## config.mk

```make
export PLATFORM = sky130hd
export DESIGN_NAME = commit_freelist_flat
export DESIGN_NICKNAME = d
export VERILOG_FILES = /design/src/rtl/commit_freelist_if.sv /design/src/rtl/commit_freelist.sv /design/src/flat_wrapper.sv
export SDC_FILE = /design/constraint.sdc
export NUM_CORES = 2
export LEC_CHECK = 0
export ABC_CLOCK_PERIOD_IN_PS = 3910
export CAP_MARGIN = 20
export CORE_MARGIN = 2
export CORE_UTILIZATION = 64
export CTS_CLUSTER_SIZE = 14
export DETAILED_ROUTE_END_ITERATION = 8
export PLACE_DENSITY = 0.81
export SYNTH_ARGS = -nofsm -noshare
export SYNTH_HDL_FRONTEND = slang
export SYNTH_SLANG_ARGS = --single-unit
```

## constraint.sdc

```tcl
create_clock -name clk -period 3.91 [get_ports clk]
set_input_delay 0.391 -clock clk [delete_from_list [all_inputs] [get_ports clk]]
set_output_delay 0.391 -clock clk [all_outputs]
set_load 0.02 [all_outputs]
```

## src/rtl/commit_freelist_if.sv

```systemverilog
// Handshake bundle between ROB commit/rename and the retirement-side free list.
// The master side (ROB + rename) drives commits and alloc requests; the slave
// side (commit_freelist) returns grants and occupancy.
interface commit_freelist_if #(
  parameter int PHYS_REGS      = 64,
  parameter int DISPATCH_WIDTH = 2
);
  localparam int PREG_W = $clog2(PHYS_REGS);

  logic [DISPATCH_WIDTH-1:0]             commit_en;
  logic [DISPATCH_WIDTH-1:0][4:0]        commit_arch_rd;
  logic [DISPATCH_WIDTH-1:0][PREG_W-1:0] commit_phys_rd;
  logic [DISPATCH_WIDTH-1:0]             alloc_req;
  logic [DISPATCH_WIDTH-1:0][PREG_W-1:0] alloc_phys;
  logic                                  alloc_ready;
  logic [PREG_W:0]                       free_count;

  modport master (
    output commit_en, commit_arch_rd, commit_phys_rd, alloc_req,
    input  alloc_phys, alloc_ready, free_count
  );

  modport slave (
    input  commit_en, commit_arch_rd, commit_phys_rd, alloc_req,
    output alloc_phys, alloc_ready, free_count
  );
endinterface

```

## src/rtl/commit_freelist.sv

```systemverilog
// Retirement-side physical register bookkeeping: committed arch->phys map plus
// a circular free list. Commits push the register each one supersedes; rename
// pops up to DISPATCH_WIDTH registers per cycle. Commit and alloc are fully
// independent within a cycle (no commit->alloc bypass).
module commit_freelist #(
  parameter int PHYS_REGS      = 64,
  parameter int ARCH_REGS      = 32,
  parameter int DISPATCH_WIDTH = 2
) (
  input logic              clk,
  input logic              rst,
  commit_freelist_if.slave bus
);
  localparam int PREG_W    = $clog2(PHYS_REGS);
  localparam int FREE_INIT = PHYS_REGS - ARCH_REGS;

  typedef logic [PREG_W-1:0] preg_t;
  typedef logic [PREG_W:0]   cnt_t;

  preg_t fl   [PHYS_REGS];
  preg_t cmap [ARCH_REGS];
  preg_t head;
  preg_t tail;
  cnt_t  count;

  logic  alloc_ok;
  preg_t alloc_ofs  [DISPATCH_WIDTH];
  preg_t commit_ofs [DISPATCH_WIDTH];
  preg_t push_val   [DISPATCH_WIDTH];
  preg_t alloc_total;
  preg_t commit_total;

  assign alloc_ok        = (count >= cnt_t'(DISPATCH_WIDTH));
  assign bus.alloc_ready = alloc_ok;
  assign bus.free_count  = count;

  // Packing offsets: each lane's slot is the number of active lanes below it.
  always_comb begin
    // NOTE: running sums inside always_comb use blocking '=' so each loop
    // iteration sees the previous lane's total; every output starts from a
    // default so no latch is inferred.
    alloc_total  = '0;
    commit_total = '0;
    for (int w = 0; w < DISPATCH_WIDTH; w++) begin
      alloc_ofs[w]  = alloc_total;
      commit_ofs[w] = commit_total;
      alloc_total   = alloc_total  + preg_t'(bus.alloc_req[w]);
      commit_total  = commit_total + preg_t'(bus.commit_en[w]);
    end
  end

  // Grants read straight from the registered head; packed even for idle lanes.
  always_comb begin
    for (int w = 0; w < DISPATCH_WIDTH; w++) begin
      bus.alloc_phys[w] = fl[head + alloc_ofs[w]];
    end
  end

  // Register each commit lane releases: the superseded mapping (forwarded from
  // a lower lane that renamed the same arch reg this cycle), or the retiring
  // register itself for x0, which is never remapped.
  always_comb begin
    for (int w = 0; w < DISPATCH_WIDTH; w++) begin
      push_val[w] = cmap[bus.commit_arch_rd[w]];
      for (int v = 0; v < w; v++) begin
        if (bus.commit_en[v] && (bus.commit_arch_rd[v] == bus.commit_arch_rd[w])) begin
          push_val[w] = bus.commit_phys_rd[v];
        end
      end
      if (bus.commit_arch_rd[w] == 5'd0) begin
        push_val[w] = bus.commit_phys_rd[w];
      end
    end
  end

  // Pointers and occupancy; head only moves when the whole group is granted.
  always_ff @(posedge clk or negedge rst) begin
    if (!rst) begin
      head  <= '0;
      tail  <= preg_t'(FREE_INIT);
      count <= cnt_t'(FREE_INIT);
    end else begin
      head  <= head + (alloc_ok ? alloc_total : '0);
      tail  <= tail + commit_total;
      count <= count - (alloc_ok ? cnt_t'(alloc_total) : '0) + cnt_t'(commit_total);
    end
  end

  // Free list storage: packed pushes at tail.
  always_ff @(posedge clk or negedge rst) begin
    if (!rst) begin
      // NOTE: this storage is deliberately reset, because the initial free
      // list contents are architecturally visible through alloc_phys.
      for (int i = 0; i < PHYS_REGS; i++) begin
        fl[i] <= (i < FREE_INIT) ? preg_t'(ARCH_REGS + i) : '0;
      end
    end else begin
      for (int w = 0; w < DISPATCH_WIDTH; w++) begin
        if (bus.commit_en[w]) begin
          fl[tail + commit_ofs[w]] <= push_val[w];
        end
      end
    end
  end

  // Committed map: lanes applied in age order, so the youngest same-reg write wins.
  always_ff @(posedge clk or negedge rst) begin
    if (!rst) begin
      for (int a = 0; a < ARCH_REGS; a++) begin
        cmap[a] <= preg_t'(a);
      end
    end else begin
      for (int w = 0; w < DISPATCH_WIDTH; w++) begin
        if (bus.commit_en[w] && (bus.commit_arch_rd[w] != 5'd0)) begin
          cmap[bus.commit_arch_rd[w]] <= bus.commit_phys_rd[w];
        end
      end
    end
  end

  // Rename must never request while alloc_ready is low; such requests are dropped.
  a_alloc_legal: assert property (@(posedge clk) disable iff (!rst)
    !((|bus.alloc_req) && !alloc_ok));

  // More free entries than non-architectural registers means a double free upstream.
  a_no_overflow: assert property (@(posedge clk) disable iff (!rst)
    count <= cnt_t'(FREE_INIT));

endmodule

```

## src/flat_wrapper.sv

```systemverilog
// flat-port wrapper written by rule: the top's interface ports become plain ports
module commit_freelist_flat 
#(
  parameter int PHYS_REGS      = 64,
  parameter int ARCH_REGS      = 32,
  parameter int DISPATCH_WIDTH = 2
)
  (clk, rst, bus_commit_en, bus_commit_arch_rd, bus_commit_phys_rd, bus_alloc_req, bus_alloc_phys, bus_alloc_ready, bus_free_count);
  commit_freelist_if #(.PHYS_REGS(PHYS_REGS), .DISPATCH_WIDTH(DISPATCH_WIDTH)) bus_i ();
  input logic clk;
  input logic rst;
  input wire logic [$bits(bus_i.commit_en)-1:0] bus_commit_en;
  input wire logic [$bits(bus_i.commit_arch_rd)-1:0] bus_commit_arch_rd;
  input wire logic [$bits(bus_i.commit_phys_rd)-1:0] bus_commit_phys_rd;
  input wire logic [$bits(bus_i.alloc_req)-1:0] bus_alloc_req;
  output wire logic [$bits(bus_i.alloc_phys)-1:0] bus_alloc_phys;
  output wire logic [$bits(bus_i.alloc_ready)-1:0] bus_alloc_ready;
  output wire logic [$bits(bus_i.free_count)-1:0] bus_free_count;
  assign bus_i.commit_en = bus_commit_en;
  assign bus_i.commit_arch_rd = bus_commit_arch_rd;
  assign bus_i.commit_phys_rd = bus_commit_phys_rd;
  assign bus_i.alloc_req = bus_alloc_req;
  assign bus_alloc_phys = bus_i.alloc_phys;
  assign bus_alloc_ready = bus_i.alloc_ready;
  assign bus_free_count = bus_i.free_count;
  commit_freelist #(.PHYS_REGS(PHYS_REGS), .ARCH_REGS(ARCH_REGS), .DISPATCH_WIDTH(DISPATCH_WIDTH)) u_core (.clk(clk), .rst(rst), .bus(bus_i));
endmodule
```

; Word level (Yosys, flattened, before mapping)
; Index checks and enable logic that the tools add are counted.
[classes]
shift = 0
reduce_logical = 11
n_mul = 0
muxes = 33
order_cmp = 11
n_eq_ne = 1
n_bitwise = 6
addsub = 8
div = 0
[op_table]
columns = op, count
row1 = bitwise mux 384 bit, 2
row2 = 2-to-1 mux 384 bit, 2
row3 = bitwise mux 192 bit, 2
row4 = 2-to-1 mux 192 bit, 2
row5 = 2-to-1 mux 6 bit, 17
row6 = binary-select mux 6 bit (select 6 bit), 2
row7 = demux 6 bit (select 6 bit), 2
row8 = binary-select mux 6 bit (select 5 bit), 2
row9 = demux 6 bit (select 5 bit), 2
row10 = greater-or-equal comparator 7 bit (second input constant), 4
row11 = NOT 6 -> 7 bit, 4
row12 = < comparator 7 x 1 -> 1 bit (second input constant), 2
row13 = adder 6 x 1 -> 6 bit, 2
row14 = adder 6 bit, 2
row15 = greater-or-equal comparator 6 bit (second input constant), 2
row16 = < comparator 6 x 1 -> 1 bit (second input constant), 2
row17 = NOT 5 -> 6 bit, 2
row18 = zero test 5 bit, 2
row19 = nonzero test 5 bit, 2
row20 = adder 7 x 6 -> 7 bit, 1
row21 = greater-or-equal comparator 7 x 2 -> 1 bit (second input constant), 1
row22 = logical AND 1 bit, 7
row23 = subtractor 7 bit, 1
row24 = equality test 5 bit, 1
row25 = adder 1 x 1 -> 2 bit, 2
[word_totals]
latchBits = 0
register_bits = 595
n_memories = 0
mem_bits_ro = 0
ramBits = 0

; Longest topological paths before layout
[logic_depth]
ltp_word = 9
depth_mapped = 16
mapped_depth_nobuf = 16

; Worst setup path after synthesis
; No wires, ideal clock.
[synth_path]
path_type = input -> output
start = input bus_alloc_req[0]
end = output bus_alloc_phys[9]
cell_stages = 9
n_path_buf = 3
path_slack_ns = 0.644
t_arrival_ns = 2.875
path_cell_list = ha_1 ha_1 clkbuf_1 clkbuf_1 buf_1 mux4_2 mux4_2 a22oi_1 nand2_1
[synth_between]
elab_chain_cells = 5
[synth_lines]
columns = item, line
row1 = from (decl), flat_wrapper.sv:15  ; input wire logic [$bits(bus_i.alloc_req)-1:0] bus_alloc_req;
row2 = adder 6 x 1 -> 6 bit, commit_freelist.sv:55  ; bus.alloc_phys[w] = fl[head + alloc_ofs[w]];
row3 = NOT 6 -> 7 bit (not written as such), commit_freelist.sv:55
row4 = binary-select mux 6 bit (select 6 bit), commit_freelist.sv:55
row5 = 2-to-1 mux 6 bit (not written as such) (2 in a row), commit_freelist.sv:55
row6 = to (decl), flat_wrapper.sv:16  ; output wire logic [$bits(bus_i.alloc_phys)-1:0] bus_alloc_phys;
; Every way passes these cells. The select of a mux whose other input is x is not followed.

; Final worst setup path
[layout_path]
start = register u_core.head[0]
end = output bus_alloc_phys[3]
[layout_between]
elab_chain_cells = 4
[layout_lines]
columns = item, line
row1 = from (decl), commit_freelist.sv:22  ; preg_t head;
row2 = from (signal assigned), commit_freelist.sv:83  ; head <= head + (alloc_ok ? alloc_total : '0);
row3 = NOT 6 -> 7 bit (not written as such), commit_freelist.sv:55
row4 = binary-select mux 6 bit (select 6 bit), commit_freelist.sv:55
row5 = 2-to-1 mux 6 bit (not written as such) (2 in a row), commit_freelist.sv:55
; Every way passes these cells. The select of a mux whose other input is x is not followed.

==> flow_summary_export.csv <==
group,metric,value,unit
drt,drt-pass1-iter-count,9,
placed_design,gp_congestion,1.07,
drt,ant_nets,0,
global_routing,globalRoute.totalOverflow,0,
drt,route.final.wire_length,148000,um
global_routing,grt_start_max_net_pins,102,
cts,cts_buf_count,67,
synthesis,synth-warning-count,0,
placed_design,numPortBuffers,47,
worst_setup_path,data_arrival_time_of_the_worst_path,3.48,ns
power_and_ir_drop,pwr_dens,848,nW/um^2
run,drv_cap,0,
final_layout,net_count_final,3850,
timing,hold_violations,0,
synthesis,synthTopCellsByCount,"sky130_fd_sc_hd__nand2_1 (546), sky130_fd_sc_hd__a21oi_1 (497), sky130_fd_sc_hd__dfrtp_1 (401), sky130_fd_sc_hd__a22oi_1 (367), sky130_fd_sc_hd__mux2i_1 (336)",
global_routing,grt_pass1_wl,220000,um
synthesis,ys_ff_latch,595,
final_layout,post_layout_nonfiller_instances,4625,
final_layout,finish.utilization,0.730,
floorplanning,ios,48,
global_routing,antenna_found_initial,8,
worst_setup_path,cp_slowest_cell,"sky130_fd_sc_hd__mux4_2",
synthesis,synth.net_count,3851,
power_and_ir_drop,irDropWorstVdd,568,uV
timing,worst_slew_pin_slew,0.956,ns
synthesis,count_of_different_cell_masters_after_synthesis,75,
worst_setup_path,slowest_delay,0.54,ns
worst_setup_path,path_class,"flop to output port",
timing,final_cycle_utilization_of_the_critical_path,0.991,
placed_design,dp_hpwl,103000,um
final_layout,post_route_cells_drive_above_1_share,0.231,
drt,detail_route.drc_violations,1,
floorplanning,floorplan.initialDensity,0.649,
worst_setup_path,required,3.52,ns
synthesis,synth_top_cell_area_share,0.261,
placed_design,cell_count_after_placement,4490,
timing,finalCriticalPeriod,3.87,ns
hold_path,hp-class,"flop to flop",
drt,vias,35297,
synthesis,syn-mean-instance-area,10.1,um^2
floorplanning,floorplan.core_area,59200,um^2
floorplanning,dieWidth,249,um
cts,clock_path_buffers,3,
drt,wire_per_inst,32.0,um
synthesis,syn_inst,3796,
cts,clk-insertion-delay-late,0.65,ns
worst_setup_path,type_of_element_capturing_the_critical_path,"output port",
synthesis,synth_top_cell_by_area,"sky130_fd_sc_hd__dfrtp_1",
timing,max_slew_margin,0.360,
global_routing,globalRouteTotalUtil,0.476,
synthesis,ys_top_cells_by_area,"sky130_fd_sc_hd__dfrtp_1 (26%), sky130_fd_sc_hd__mux4_2 (15%), sky130_fd_sc_hd__dfstp_2 (13%), sky130_fd_sc_hd__mux2i_1 (8.8%), sky130_fd_sc_hd__a22oi_1 (7.2%)",
cts,ctsHtreeMaxLevel,3,
timing,rsz0062_at_grt,"no",
synthesis,synth_area,38400,um^2
synthesis,synth_sequential_area_ratio,0.394,
global_routing,grt_pass1_vias,33288,
final_layout,layout.filler_cells,4137,
synthesis,yosys.cell_count.top_type,"sky130_fd_sc_hd__nand2_1",
drt,vias_per_instance,7.63,
outcome,run_status,"finished, violations left",
cts,clock_sink_count,595,
power_and_ir_drop,static_leakage,0.0184,uW
worst_setup_path,worst_setup_path_start_kind,"flop",
timing,worst_clock_skew,0.0274,ns
timing,setup-violations-final,0,
drt,dr.first_iter.drc_count,6034,
floorplanning,die_y,249,um
floorplanning,die_area,62000,um^2
placed_design,dp_area,40800,um^2
final_layout,stdcell_area,43300,um^2
outcome,violations,"DRC",
timing,timing.fmax,258,MHz
cts,clk_pin_slew_worst_paths,0.06,ns
timing,final-max-slew-violation-count,0,
final_layout,synthToLayoutAreaGrowth,12.6,%
cts,cts_root_buffer,"sky130_fd_sc_hd__clkbuf_16",
cts,cts_tree,"done",
synthesis,synthFlopType,"sky130_fd_sc_hd__dfrtp_1",
synthesis,synth_async_sr_flop_share,1.00,
synthesis,synth_edf_count,0,
worst_setup_path,critical_path.cell_chain,"buf_16 > buf_16 > mux4_2 > mux4_2 > a22oi_1 > nand2_1 > dlygate4sd2_1",
floorplanning,placement_rows,89,
power_and_ir_drop,power,36700,uW
worst_setup_path,largest_fanout_on_the_critical_path,22,
## flip-flops by register name (all words and copies together) (netlist names)
signal	cells
u_core.fl	384
u_core.cmap	192
u_core.bus.free_count	7
u_core.head	6
u_core.tail	6
## area by class of cell
type | count | area (um^2) | area share
clock buffers | 104 | 2000 | 0.0461
multi-input cells | 2800 | 21600 | 0.499
inverters | 29 | 109 | 0.00252
flip-flops and latches | 595 | 15100 | 0.350
clock inverters | 20 | 235 | 0.00544
diodes | 2 | 5.00 | 0.000116
well taps | 773 | 967 | 0.0224
repair buffers | 302 | 3220 | 0.0744
## critical path: cells and delay by family, from the launching register on
kind / cells / cell delay, ns
flip-flops: 1 / 0.47
multiplexers: 2 / 1.02
buffers and inverters: 3 / 0.85
AO/OA/AOI/OAI: 1 / 0.32
AND/OR/NAND/NOR: 1 / 0.17
## stage by stage
stage	hold slack [ns]	setup TNS (ns)	worst slack (ns)
finish	0.385	0	0.0360
global route	0.397	0	0.00487
CTS	0.381	-0.170	-0.130
detailed placement	0.368	-0.365	-0.0987
global placement	0.367	-0.277	-0.104
floorplan	0.0954	0	0.644
## logic make-up after synthesis
| logic type | synth area share |
|---|---|
| compound gates | 0.180 |
| mux | 0.245 |
| buf+inv | 0.0463 |
| xor+xnor | 0.00615 |
| flops | 0.394 |
| simple gates | 0.120 |
| fa+ha+maj | 0.00957 |
## layer usage
| metal | wire (um) | part of all wire | vias up | track usage |
|---|---|---|---|---|
| met5 | 166 | 0.0011 | - | 0.0170 |
| met4 | 8640 | 0.058 | 10 | 0.202 |
| met3 | 27300 | 0.18 | 664 | 0.231 |
| met2 | 59700 | 0.40 | 3194 | 0.642 |
| met1 | 52500 | 0.35 | 17253 | 0.653 |
| li1 | - | - | 14176 | - |
## placed cells by master, fill, tap and decap left out, types with 7 or more instances in the layout
master,Yosys,final
sky130_fd_sc_hd__a211oi_1,39,39
sky130_fd_sc_hd__mux4_2,264,264
sky130_fd_sc_hd__dfstp_2,194,194
sky130_fd_sc_hd__clkinv_2,0,10
sky130_fd_sc_hd__nor2b_1,18,18
sky130_fd_sc_hd__dfrtp_1,401,398
sky130_fd_sc_hd__clkbuf_8,0,18
sky130_fd_sc_hd__and2_1,31,31
sky130_fd_sc_hd__mux2i_1,336,336
sky130_fd_sc_hd__nor4_1,12,12
sky130_fd_sc_hd__inv_1,29,29
sky130_fd_sc_hd__or2_2,8,8
sky130_fd_sc_hd__nand2b_1,8,8
sky130_fd_sc_hd__nand4_1,14,14
sky130_fd_sc_hd__nor2_1,266,266
sky130_fd_sc_hd__ha_1,23,21
sky130_fd_sc_hd__buf_2,107,7
sky130_fd_sc_hd__buf_4,11,192
sky130_fd_sc_hd__nand2_1,546,546
sky130_fd_sc_hd__clkbuf_1,194,19
sky130_fd_sc_hd__clkdlybuf4s50_1,0,30
sky130_fd_sc_hd__nor3_1,35,35
sky130_fd_sc_hd__or3_1,9,9
sky130_fd_sc_hd__o21ai_0,79,79
sky130_fd_sc_hd__o22ai_1,61,61
sky130_fd_sc_hd__buf_12,0,54
sky130_fd_sc_hd__nand3_1,26,26
sky130_fd_sc_hd__xnor2_1,12,11
sky130_fd_sc_hd__a22oi_1,367,362
sky130_fd_sc_hd__a21oi_1,497,497
sky130_fd_sc_hd__xor2_1,15,14
sky130_fd_sc_hd__o21a_1,8,8
sky130_fd_sc_hd__clkbuf_16,0,70
sky130_fd_sc_hd__and3_1,9,9
sky130_fd_sc_hd__mux2_2,8,8
## where the power goes
part	internal, uW	switching, uW	total [uW]
Sequential	9070	3260	12300
Combinational	8390	9500	17900
Clock	3690	2790	6480
## path summary, 6_finish.rpt
kind / end / cells after the start / from / slack, ns
worst max register to register: u_core.fl[201] / 6 / u_core.tail[1] / 0.64
min in group asynchronous: u_core.bus.free_count[4] / 2 / rst / 0.41
worst min-delay path: u_core.cmap[189] / 0 / u_core.cmap[189] / 0.39
worst min register to register: u_core.cmap[189] / 0 / u_core.cmap[189] / 0.39
max in group asynchronous: u_core.fl[231] / 3 / rst / 2.48
worst max-delay path: bus_alloc_phys[3] / 7 / u_core.head[0] / 0.04
## repair_timing
item	in CTS	in global routing
setup endpoints to repair	12	11
setup buffers	2	0
resized for setup	31	12
pin swaps	0	2
hold buffers	1	0
hold endpoints to repair	41	0
gates cloned	3	3
No activity file was read; power rests on OpenSTA's default activity.
